===== config.mk =====
export PLATFORM = sky130hd
export DESIGN_NAME = step_pulse_gen
export DESIGN_NICKNAME = d
export VERILOG_FILES = /design/src/rtl/step_rate_pkg.sv /design/src/rtl/half_period_timer.sv /design/src/rtl/step_pulse_gen.sv
export SDC_FILE = /design/constraint.sdc
export NUM_CORES = 1
export LEC_CHECK = 0
export CORE_AREA = 4 4 134 98
export CTS_BUF_LIST = sky130_fd_sc_hd__clkbuf_8 sky130_fd_sc_hd__clkbuf_16
export CTS_CLUSTER_SIZE = 10
export DETAILED_ROUTE_END_ITERATION = 8
export DIE_AREA = 0 0 138 102
export MAX_ROUTING_LAYER = met4
export RECOVER_POWER = 25
export SETUP_SLACK_MARGIN = 0.02
export SYNTH_ARGS = -nofsm -noshare
export SYNTH_HDL_FRONTEND = slang
export SYNTH_SLANG_ARGS = --single-unit

===== constraint.sdc =====
create_clock -name clk -period 3.81 [get_ports clk]
set_input_delay 0.381 -clock clk [delete_from_list [all_inputs] [get_ports clk]]
set_output_delay 0.381 -clock clk [all_outputs]
set_load 0.02 [all_outputs]

===== src/rtl/step_rate_pkg.sv =====
// ============================================================================
//  Module  : step_rate_pkg
//  Brief   : Mode encodings, FSM states and rate tables for step_pulse_gen.
//  Revision: 1.0  initial release
// ============================================================================
`default_nettype none

package step_rate_pkg;

    typedef enum logic [1:0] {
        MODE_WALK   = 2'b00,
        MODE_JOG    = 2'b01,
        MODE_RUN    = 2'b10,
        MODE_HYBRID = 2'b11
    } mode_e;

    typedef enum logic [1:0] {
        ST_IDLE = 2'b00,
        ST_RUN  = 2'b01,
        ST_DONE = 2'b10
    } state_e;

    localparam int unsigned RATE_WALK = 32;
    localparam int unsigned RATE_JOG  = 64;
    localparam int unsigned RATE_RUN  = 128;

    // Hybrid rates are grouped into slots so every half period is a constant division.
    localparam int unsigned N_SLOTS = 16;
    localparam int unsigned SLOT_W  = 4;

    function automatic int unsigned slot_rate(input int unsigned slot);
        case (slot)
            32'd1:   return 20;
            32'd2:   return 33;
            32'd3:   return 66;
            32'd4:   return 27;
            32'd5:   return 70;
            32'd6:   return 30;
            32'd7:   return 19;
            32'd8:   return 69;
            32'd9:   return 34;
            32'd10:  return 124;
            default: return 0;
        endcase
    endfunction

    function automatic logic [SLOT_W-1:0] hybrid_slot(input int unsigned sec);
        if (sec >= 1 && sec <= 7)     return SLOT_W'(sec);
        else if (sec == 8)            return SLOT_W'(6);
        else if (sec == 9)            return SLOT_W'(2);
        else if (sec >= 10 && sec <= 73)  return SLOT_W'(8);
        else if (sec >= 74 && sec <= 79)  return SLOT_W'(9);
        else if (sec >= 80 && sec <= 144) return SLOT_W'(10);
        else                          return SLOT_W'(0);
    endfunction

    function automatic int unsigned hybrid_rate(input int unsigned sec);
        return slot_rate(32'(hybrid_slot(sec)));
    endfunction

    function automatic int unsigned half_period(input int unsigned clk_hz, input int unsigned rate);
        if (rate == 0) return 0;
        return clk_hz / (2 * rate);
    endfunction

endpackage

`default_nettype wire


===== src/rtl/half_period_timer.sv =====
// ============================================================================
//  Module  : half_period_timer
//  Brief   : Phase counter and square-wave toggle; new half period taken only
//            at the end of a low phase so running phases are never truncated.
//  Revision: 1.0  initial release
// ============================================================================
`default_nettype none

module half_period_timer #(
    parameter int unsigned CNT_W = 23
) (
    input  logic             clk,
    input  logic             rst_n,
    input  logic             en_i,
    input  logic             load_i,
    input  logic [CNT_W-1:0] target_i,
    output logic             pulse_o,
    output logic             rise_o
);

    logic [CNT_W-1:0] counter_q, counter_d;
    logic [CNT_W-1:0] half_q, half_d;
    logic             pulse_q, pulse_d;
    logic             w_last;

    assign w_last = (counter_q == half_q - CNT_W'(1));

    always_comb begin
        counter_d = counter_q;
        half_d    = half_q;
        pulse_d   = pulse_q;
        if (!en_i) begin
            counter_d = '0;
            half_d    = '0;
            pulse_d   = 1'b0;
        end else if (load_i || half_q == '0 || (w_last && !pulse_q)) begin
            // Period boundary: adopt the target; a zero rate parks the output low.
            counter_d = '0;
            half_d    = target_i;
            pulse_d   = (target_i != '0);
        end else if (w_last) begin
            counter_d = '0;
            pulse_d   = 1'b0;
        end else begin
            counter_d = counter_q + CNT_W'(1);
        end
    end

    always_ff @(posedge clk) begin
        if (!rst_n) begin
            counter_q <= '0;
            half_q    <= '0;
            pulse_q   <= 1'b0;
        end else begin
            counter_q <= counter_d;
            half_q    <= half_d;
            pulse_q   <= pulse_d;
        end
    end

    assign pulse_o = pulse_q;
    assign rise_o  = pulse_d & ~pulse_q;

endmodule

`default_nettype wire


===== src/rtl/step_pulse_gen.sv =====
// ============================================================================
//  Module  : step_pulse_gen
//  Brief   : Mode/profile driven step-pulse source with 1 Hz profile stepping,
//            run/done FSM and saturating step counter.
//  Revision: 1.0  initial release
// ============================================================================
`default_nettype none

module step_pulse_gen
    import step_rate_pkg::*;
#(
    parameter int unsigned CLK_HZ   = 100_000_000,
    parameter int unsigned CNT_W    = 23,
    parameter int unsigned STEP_W   = 16,
    parameter int unsigned SEC_W    = 8,
    parameter int unsigned PROF_LEN = 144
) (
    input  logic              clk,
    input  logic              rst_n,
    input  logic              clk1hz,
    input  logic              start,
    input  logic [1:0]        mode,
    output logic              pulse,
    output logic              busy,
    output logic              profile_done,
    output logic [STEP_W-1:0] step_count,
    output logic [SEC_W-1:0]  sec_index
);

    state_e            state_q, state_d;
    logic              start_q;
    logic [2:0]        sync_q;
    logic [SEC_W-1:0]  sec_index_q, sec_index_d;
    logic [STEP_W-1:0] step_count_q, step_count_d;
    logic              profile_done_q, profile_done_d;

    logic              w_tick;
    logic              w_start_evt;
    logic              w_hybrid;
    logic [SEC_W-1:0]  w_sec_eff;
    logic [SLOT_W-1:0] w_slot;
    logic [CNT_W-1:0]  w_target;
    logic              w_run_en;
    logic              w_rise;
    logic [CNT_W-1:0]  w_slot_half [N_SLOTS];

    assign w_tick      = sync_q[1] & ~sync_q[2];
    assign w_start_evt = (state_q == ST_IDLE) && start && !start_q;
    assign w_hybrid    = (mode_e'(mode) == MODE_HYBRID);

    // The start edge loads second 1, so the first period already uses its rate.
    assign w_sec_eff = w_start_evt ? SEC_W'(1) : sec_index_q;
    assign w_slot    = hybrid_slot(32'(w_sec_eff));

    for (genvar gi = 0; gi < N_SLOTS; gi++) begin : g_slot_half
        assign w_slot_half[gi] = CNT_W'(half_period(CLK_HZ, slot_rate(gi)));
    end

    always_comb begin
        w_target = '0;
        case (mode_e'(mode))
            MODE_WALK:   w_target = CNT_W'(half_period(CLK_HZ, RATE_WALK));
            MODE_JOG:    w_target = CNT_W'(half_period(CLK_HZ, RATE_JOG));
            MODE_RUN:    w_target = CNT_W'(half_period(CLK_HZ, RATE_RUN));
            MODE_HYBRID: w_target = w_slot_half[w_slot];
            default:     w_target = '0;
        endcase
    end

    always_comb begin
        state_d        = state_q;
        sec_index_d    = sec_index_q;
        profile_done_d = profile_done_q;
        case (state_q)
            ST_IDLE: begin
                if (w_start_evt) begin
                    state_d        = ST_RUN;
                    sec_index_d    = SEC_W'(1);
                    profile_done_d = 1'b0;
                end
            end
            ST_RUN: begin
                if (!start) begin
                    state_d = ST_IDLE;
                end else if (w_hybrid && 32'(sec_index_q) > PROF_LEN) begin
                    state_d        = ST_DONE;
                    profile_done_d = 1'b1;
                end else if (w_hybrid && w_tick && sec_index_q != {SEC_W{1'b1}}) begin
                    sec_index_d = sec_index_q + SEC_W'(1);
                end
            end
            ST_DONE: begin
                if (!start) state_d = ST_IDLE;
            end
            default: state_d = ST_IDLE;
        endcase
    end

    // Timer is cleared on the same edge the FSM leaves RUN, aborting any partial pulse.
    assign w_run_en = (state_d == ST_RUN);

    half_period_timer #(
        .CNT_W (CNT_W)
    ) u_timer (
        .clk      (clk),
        .rst_n    (rst_n),
        .en_i     (w_run_en),
        .load_i   (w_start_evt),
        .target_i (w_target),
        .pulse_o  (pulse),
        .rise_o   (w_rise)
    );

    always_comb begin
        step_count_d = step_count_q;
        if (w_start_evt) begin
            step_count_d = {{(STEP_W-1){1'b0}}, w_rise};
        end else if (w_rise && step_count_q != {STEP_W{1'b1}}) begin
            step_count_d = step_count_q + STEP_W'(1);
        end
    end

    always_ff @(posedge clk) begin
        if (!rst_n) begin
            state_q        <= ST_IDLE;
            start_q        <= 1'b0;
            sync_q         <= 3'b000;
            sec_index_q    <= '0;
            step_count_q   <= '0;
            profile_done_q <= 1'b0;
        end else begin
            state_q        <= state_d;
            start_q        <= start;
            sync_q         <= {sync_q[1:0], clk1hz};
            sec_index_q    <= sec_index_d;
            step_count_q   <= step_count_d;
            profile_done_q <= profile_done_d;
        end
    end

    assign busy         = (state_q == ST_RUN);
    assign profile_done = profile_done_q;
    assign step_count   = step_count_q;
    assign sec_index    = sec_index_q;

endmodule

`default_nettype wire


==> results of run 1 <==
per-layer routing:
layer	track usage (%)	vias up	share of wire (%)	wire [um]
li1	-	2377	-	-
met1	29.7	2239	52	7100
met2	28.1	144	41	5530
met3	3.46	16	5.9	796
met4	4.78	0	1.0	142
met5	-	-	0	0
worst max path at each step:
stage / endpoint / slack, ps / cells past startpoint
2_1_floorplan: step_count[15] / 120 / 16
3_3_place_gp: step_count[1] / 30 / 13
3_5_place_dp: step_count[13] / -0.5 / 14
4_1_cts: step_count[15] / 120 / 15
5_1_grt: step_count[15] / 10 / 17
6_report: step_count[15] / 170 / 9
cell families after synthesis:
| logic type | share of synthesized area, % |
|---|---|
| multiplexers | 2.68 |
| AND/OR/NAND/NOR | 29.8 |
| buffers and inverters | 4.50 |
| XOR/XNOR | 8.83 |
| adder cells (fa/ha/maj) | 3.60 |
| flip-flops | 31.7 |
| AO/OA/AOI/OAI | 18.9 |
flip-flops by register name, indices dropped and copies added (netlist names):
register           cells
state_q                2
u_timer.half_q        22
start_q                1
sync_q                 3
step_count            16
profile_done           1
u_timer.counter_q     23
u_timer.pulse_o        1
sec_index              8
Yosys cell counts (3+ instances only):
library cell   n
a211oi_1       7
a21o_1         6
a21oi_1       30
a221oi_1       3
a311oi_1       6
a31oi_1        6
a32oi_1        3
a41oi_1        3
and2_1        11
and3_1         9
and4_1         3
buf_2          4
clkbuf_1      29
dfxtp_1       77
ha_1          14
inv_1         22
mux2i_1       13
nand2_1       38
nand2b_1       5
nand3_1       25
nand3b_1       6
nand4_1       18
nor2_1        84
nor2b_1        8
nor3_1        18
nor4_1        11
nor4b_1        4
o211a_1        3
o211ai_1       5
o21ai_0       30
o31ai_1        5
or2_2          4
or3_1         15
or4_1         12
xnor2_1       28
xor2_1        21
power breakdown:
group	internal (mW)	leakage [nW]	total (mW)	switching, mW
Clock	0.658	0.171	1.01	0.354
Sequential	0.831	0.623	0.863	0.0320
Combinational	0.235	1.54	0.570	0.334
Total	1.72	2.33	2.44	0.720
cells in the final DEF (no fill, tap or decap), types with 5 or more instances in the layout:
| cell | netlist | final |
|---|---|---|
| nor2_1 | 84 | 84 |
| dfxtp_1 | 77 | 77 |
| buf_4 | 0 | 43 |
| nand2_1 | 38 | 38 |
| o21ai_0 | 30 | 30 |
| a21oi_1 | 30 | 29 |
| xnor2_1 | 28 | 28 |
| nand3_1 | 25 | 25 |
| inv_1 | 22 | 23 |
| xor2_1 | 21 | 21 |
| dlygate4sd3_1 | 0 | 20 |
| nor3_1 | 18 | 18 |
| nand4_1 | 18 | 18 |
| or3_1 | 15 | 15 |
| ha_1 | 14 | 14 |
| mux2i_1 | 13 | 13 |
| or4_1 | 12 | 12 |
| clkdlybuf4s50_1 | 0 | 12 |
| and2_1 | 11 | 11 |
| nor4_1 | 11 | 9 |
| and3_1 | 9 | 9 |
| clkbuf_16 | 0 | 9 |
| nor2b_1 | 8 | 8 |
| nand3b_1 | 6 | 6 |
| a211oi_1 | 7 | 6 |
| a21o_1 | 6 | 6 |
| a311oi_1 | 6 | 6 |
| nand2b_1 | 5 | 5 |
| o31ai_1 | 5 | 5 |
| a31oi_1 | 6 | 5 |
| o211ai_1 | 5 | 5 |
final cells by class:
| class | instances | area (um^2) |
|---|---|---|
| flip-flops and latches | 77 | 1540 |
| multi-input cells | 489 | 3160 |
| well taps | 162 | 203 |
| clock buffers | 10 | 239 |
| inverters | 23 | 86.3 |
| repair buffers | 76 | 647 |
| fillers | 1164 | 6010 |
| clock inverters | 6 | 110 |
timing repair:
action	in CTS	in global routing
hold endpoints to repair	0	0
pin swaps	0	3
endpoints found under the setup margin	2	15
resized for setup	1	8
hold buffers	0	0
buffers inserted	0	1
metrics by stage:
step | cell area, um^2 | utilization, % | setup slack, ps | hold WS [ps] | instances
floorplan | 4860 | - | 120 | 412 | 623
global placement | 5580 | 46.5 | 26.2 | 416 | 826
detailed placement | 5580 | 46.5 | -0.500 | 420 | 826
CTS | 5930 | 49.4 | 117 | 434 | 842
global route | 5980 | 49.9 | 11.8 | 452 | 843
finish | 5980 | 49.9 | 173 | 432 | 843
==> impl_metrics.ini, run 1 <==
[setup_path]
endpoint_kind = flop
critPathBufInv = 0
critPathArrivalTime_ps = 3900
cpPeakStageDelay_ps = 640
worst-setup-path-type = flop to flop
rrSetupSlack_ps = 170
r2r_cells = 9
r2r_start = u_timer.half_q[4]
critical-path-top-delay-family = simple AND/OR/NAND/NOR gates
startpoint_type = flop
r2r-end = step_count[15]
cp_max_fo = 18
crit_start = u_timer.half_q[4]
crit_slowest_cell = or4_1
crit_path_cell_trace = or4_1 -> or4_1 -> a211o_1 -> a22oi_1 -> nand4_1 -> o31ai_4 -> nand2_2 -> or4_1 -> a21oi_1
crit_required_ps = 4070
critPathMostFrequentCell = or4_1

[global_route]
grt_usage_pct = 20.0
grt-ovfl-total = 0
grt_pass1_wl_um = 22400
grt_max_degree = 38
first_global_vias = 4382
antenna_found_initial = 0

[route]
viasPerCell = 5.67
drt_iter0_drc = 441
wl_um = 13600
drcViolationCount = 0
wl_per_cell_um = 16.1
first_pass_iters = 5
vias = 4776
ant_nets = 0

[sta]
max_freq_mhz = 275
fin_crit_ps = 3640
rsz0062_at_grt = true
slew_headroom_pct = 58.3
tightestPinTransition_ps = 610
hold_violations = 0
fin_crit_sh_pct = 95.5
skew_ps = 10.4
setup_viol = 0
timing.final.max_slew_violations = 0
fin_tns_setup_ps = 0

[clock_network]
cts_max_level = 3
cts_root_buffer = clkbuf_16
cts.reportedPaths.clkPinSlew_ps = 70
clkLatencyLatePin_ps = 340
clk_path_buf_depth = 2
numCtsBuffers = 9
cts_sinks = 77
cts_tree = built

[synthesis]
synthCells = 623
netlist-cell-type-count = 64
avgSynthCellArea_um2 = 7.80
async_reset_ff_share_pct = 0
syn-cell-area_um2 = 4860
synth_seq_cells = 77
synth_flop_cell = dfxtp_1
yosysTopAreaCell = dfxtp_1
synth.net_count = 643
yosysWarnings = 0
ys_seq_area_share_pct = 31.7
synth_area_leaders = dfxtp_1 (32%), nor2_1 (6.5%), xnor2_1 (5.0%)
synth_top_area_share_pct = 31.7
synth_edf_count = 0

[final_layout]
finalNetCount = 696
layout-drive-gt1-share_pct = 11.2
antenna-diode-count = 0
layout-area-overhead-vs-synth_pct = 23.1

[run_status]
run_status = finished clean

[floorplan]
chipWidth_um = 138
io_pins = 33
die-area_um2 = 14100
rows = 34
initial_core_util_pct = 40.5
dieHeight_um = 102
core_area_um2 = 12000

[min_path]
hold_path_depth = 1
hp-start = sync_q[0]
hold-path-endpoint = sync_q[1]
worstHoldPathType = flop to flop

[power]
ir_worst_vdd_mv = 0.203
power.density_nw_per_um2 = 409
leakagePower_nw = 2.33
finalPower_mw = 2.44

[place]
hpwl_um = 9990
io_buffers = 32
gp_congestion = 0.949

[job]
cap_violations = 0
Note: power is estimated with default switching activity, not from simulation.
==> run 2, diff against run 1 <==
--- a/config.mk
+++ b/config.mk
@@ -5,12 +5,15 @@
 export SDC_FILE = /design/constraint.sdc
 export NUM_CORES = 1
 export LEC_CHECK = 0
-export CORE_AREA = 4 4 134 98
+export CELL_PAD_IN_SITES_DETAIL_PLACEMENT = 0
+export CELL_PAD_IN_SITES_GLOBAL_PLACEMENT = 1
+export CORE_AREA = 4 4 137 100
 export CTS_BUF_LIST = sky130_fd_sc_hd__clkbuf_8 sky130_fd_sc_hd__clkbuf_16
 export CTS_CLUSTER_SIZE = 10
 export DETAILED_ROUTE_END_ITERATION = 8
-export DIE_AREA = 0 0 138 102
+export DIE_AREA = 0 0 141 104
 export MAX_ROUTING_LAYER = met4
+export PLACE_DENSITY_LB_ADDON = 0.1
 export RECOVER_POWER = 25
 export SETUP_SLACK_MARGIN = 0.02
 export SYNTH_ARGS = -nofsm -noshare
==> impl_metrics.ini, run 2 (synthesis gave the netlist of run 1 again) <==
[route]
wl_per_cell_um = 17.4
ant_nets = 0
vias = 4815
drcViolationCount = 0
viasPerCell = 5.66
wl_um = 14800
drt_iter0_drc = 286
first_pass_iters = 5

[final_layout]
mostFrequentLayoutCells = nor2_1 (84), dfxtp_1 (77), buf_4 (51)
largest_reg_flops = 23
layout-drive-gt1-share_pct = 12.5
register_area_um2 = 1540
finalNetCount = 705
largest_register = u_timer.counter_q
fin_area_um2 = 6010
antenna-diode-count = 0
fillCellCount = 1208
layout_commonest_cell = nor2_1
multiInputGateArea_um2 = 3160
layout-area-overhead-vs-synth_pct = 23.7

[setup_path]
endpoint_kind = flop
startpoint_type = flop
worst-setup-path-type = flop to flop
cp_max_fo = 6
critPathArrivalTime_ps = 3880
crit_required_ps = 4090

[place]
io_buffers = 32
place_ws_ps = -87.5
placed_area_um2 = 5650
gp_congestion = 0.923
hpwl_um = 11200

[global_route]
grt_usage_pct = 21.1
use_met3_pct = 4.96
first_global_vias = 4572
grt-ovfl-total = 0
use_met1_pct = 33.6
busiest_layer = met1
grt_max_degree = 43
antenna_found_initial = 0
grt_pass1_wl_um = 24500
met2_usage_pct = 26.6

[floorplan]
core_area_um2 = 12300
dieHeight_um = 104
chipWidth_um = 141
initial_core_util_pct = 39.7
rows = 34
die-area_um2 = 14700
io_pins = 33

[clock_network]
cts_max_level = 3
cts_hold_buf = 0
clk_path_buf_depth = 2
numCtsBuffers = 9
clkLatencyLatePin_ps = 340
cts_root_buffer = clkbuf_16
cts_sinks = 77
cts.reportedPaths.clkPinSlew_ps = 60
cts_tree = built

[run_status]
run_status = finished clean

[sta]
setup_viol = 0
fin_crit_ps = 3600
slew_headroom_pct = 58.6
hold_violations = 0
tightestPinTransition_ps = 617
whs_ps = 437
rsz0062_at_grt = false
timing.final.max_slew_violations = 0
worst_slack_ps = 207
max_freq_mhz = 278
skew_ps = 9.42
fin_tns_setup_ps = 0
fin_crit_sh_pct = 94.6

[power]
finalPower_mw = 2.36
power.density_nw_per_um2 = 392
ir_worst_vdd_mv = 0.230
leakagePower_nw = 2.35

[min_path]
worstHoldPathType = flop to flop

[job]
cap_violations = 0
[run 2: cell types whose count changed in the layout (fill, tap and decap cells not counted), sizes merged]
cell,previous run,this run
dlygate4sd3,20,22
clkinv,1,3
buf,43,52
bufinv,3,1
inv,24,23
clkdlybuf4s50,12,10
[run 2: per-layer routing]
layer	wire, um	part of all wire (%)	up-vias
li1	-	-	2397
met1	8300	56	2306
met2	5720	39	110
met3	788	5.3	2
met4	37	0.25	0
met5	0	0	-
[run 2: worst paths after layout]
path                           from              to  slack [ps]  cells past startpoint
setup reg to reg  u_timer.half_q[4]  step_count[14]         210                     10
hold / removal            sync_q[0]       sync_q[1]         440                      1
hold reg to reg           sync_q[0]       sync_q[1]         440                      1
setup / recovery  u_timer.half_q[4]  step_count[14]         210                     10
[run 2: where the power goes]
part,leakage (nW),switching (mW),internal (mW)
combinational,1.59,0.361,0.251
clock,0.145,0.357,0.524
sequential,0.623,0.0315,0.831
[run 2: stage by stage]
stage               cells  utilization, %
finish                851            49.1
floorplan             623               -
global placement      834            46.1
detailed placement    834            46.1
global route          851            49.1
CTS                   849            48.6
[run 2: area by class of cell]
type / instances / area share (%)
inverters: 23 / 1.44
well taps: 162 / 3.37
clock buffers: 10 / 3.97
flip-flops and latches: 77 / 25.6
repair buffers: 85 / 12.1
clock inverters: 5 / 0.999
multi-input cells: 489 / 52.5
[run 2: critical path, stage by stage, from the launching register on]
cell	delay [ps]
dfxtp_1	370
or4_1	650
or4_1	570
a211o_1	290
a22oi_1	150
nand4_1	230
o31ai_4	420
nand2_2	150
buf_4	160
or4_1	450
nand2_1	90
[run 2: what timing repair did]
item | in CTS | in global routing
pin swaps | 0 | 3
buffers inserted | 0 | 2
setup endpoints to repair | 10 | 16
resized for setup | 2 | 10
hold endpoints to repair | 0 | 0
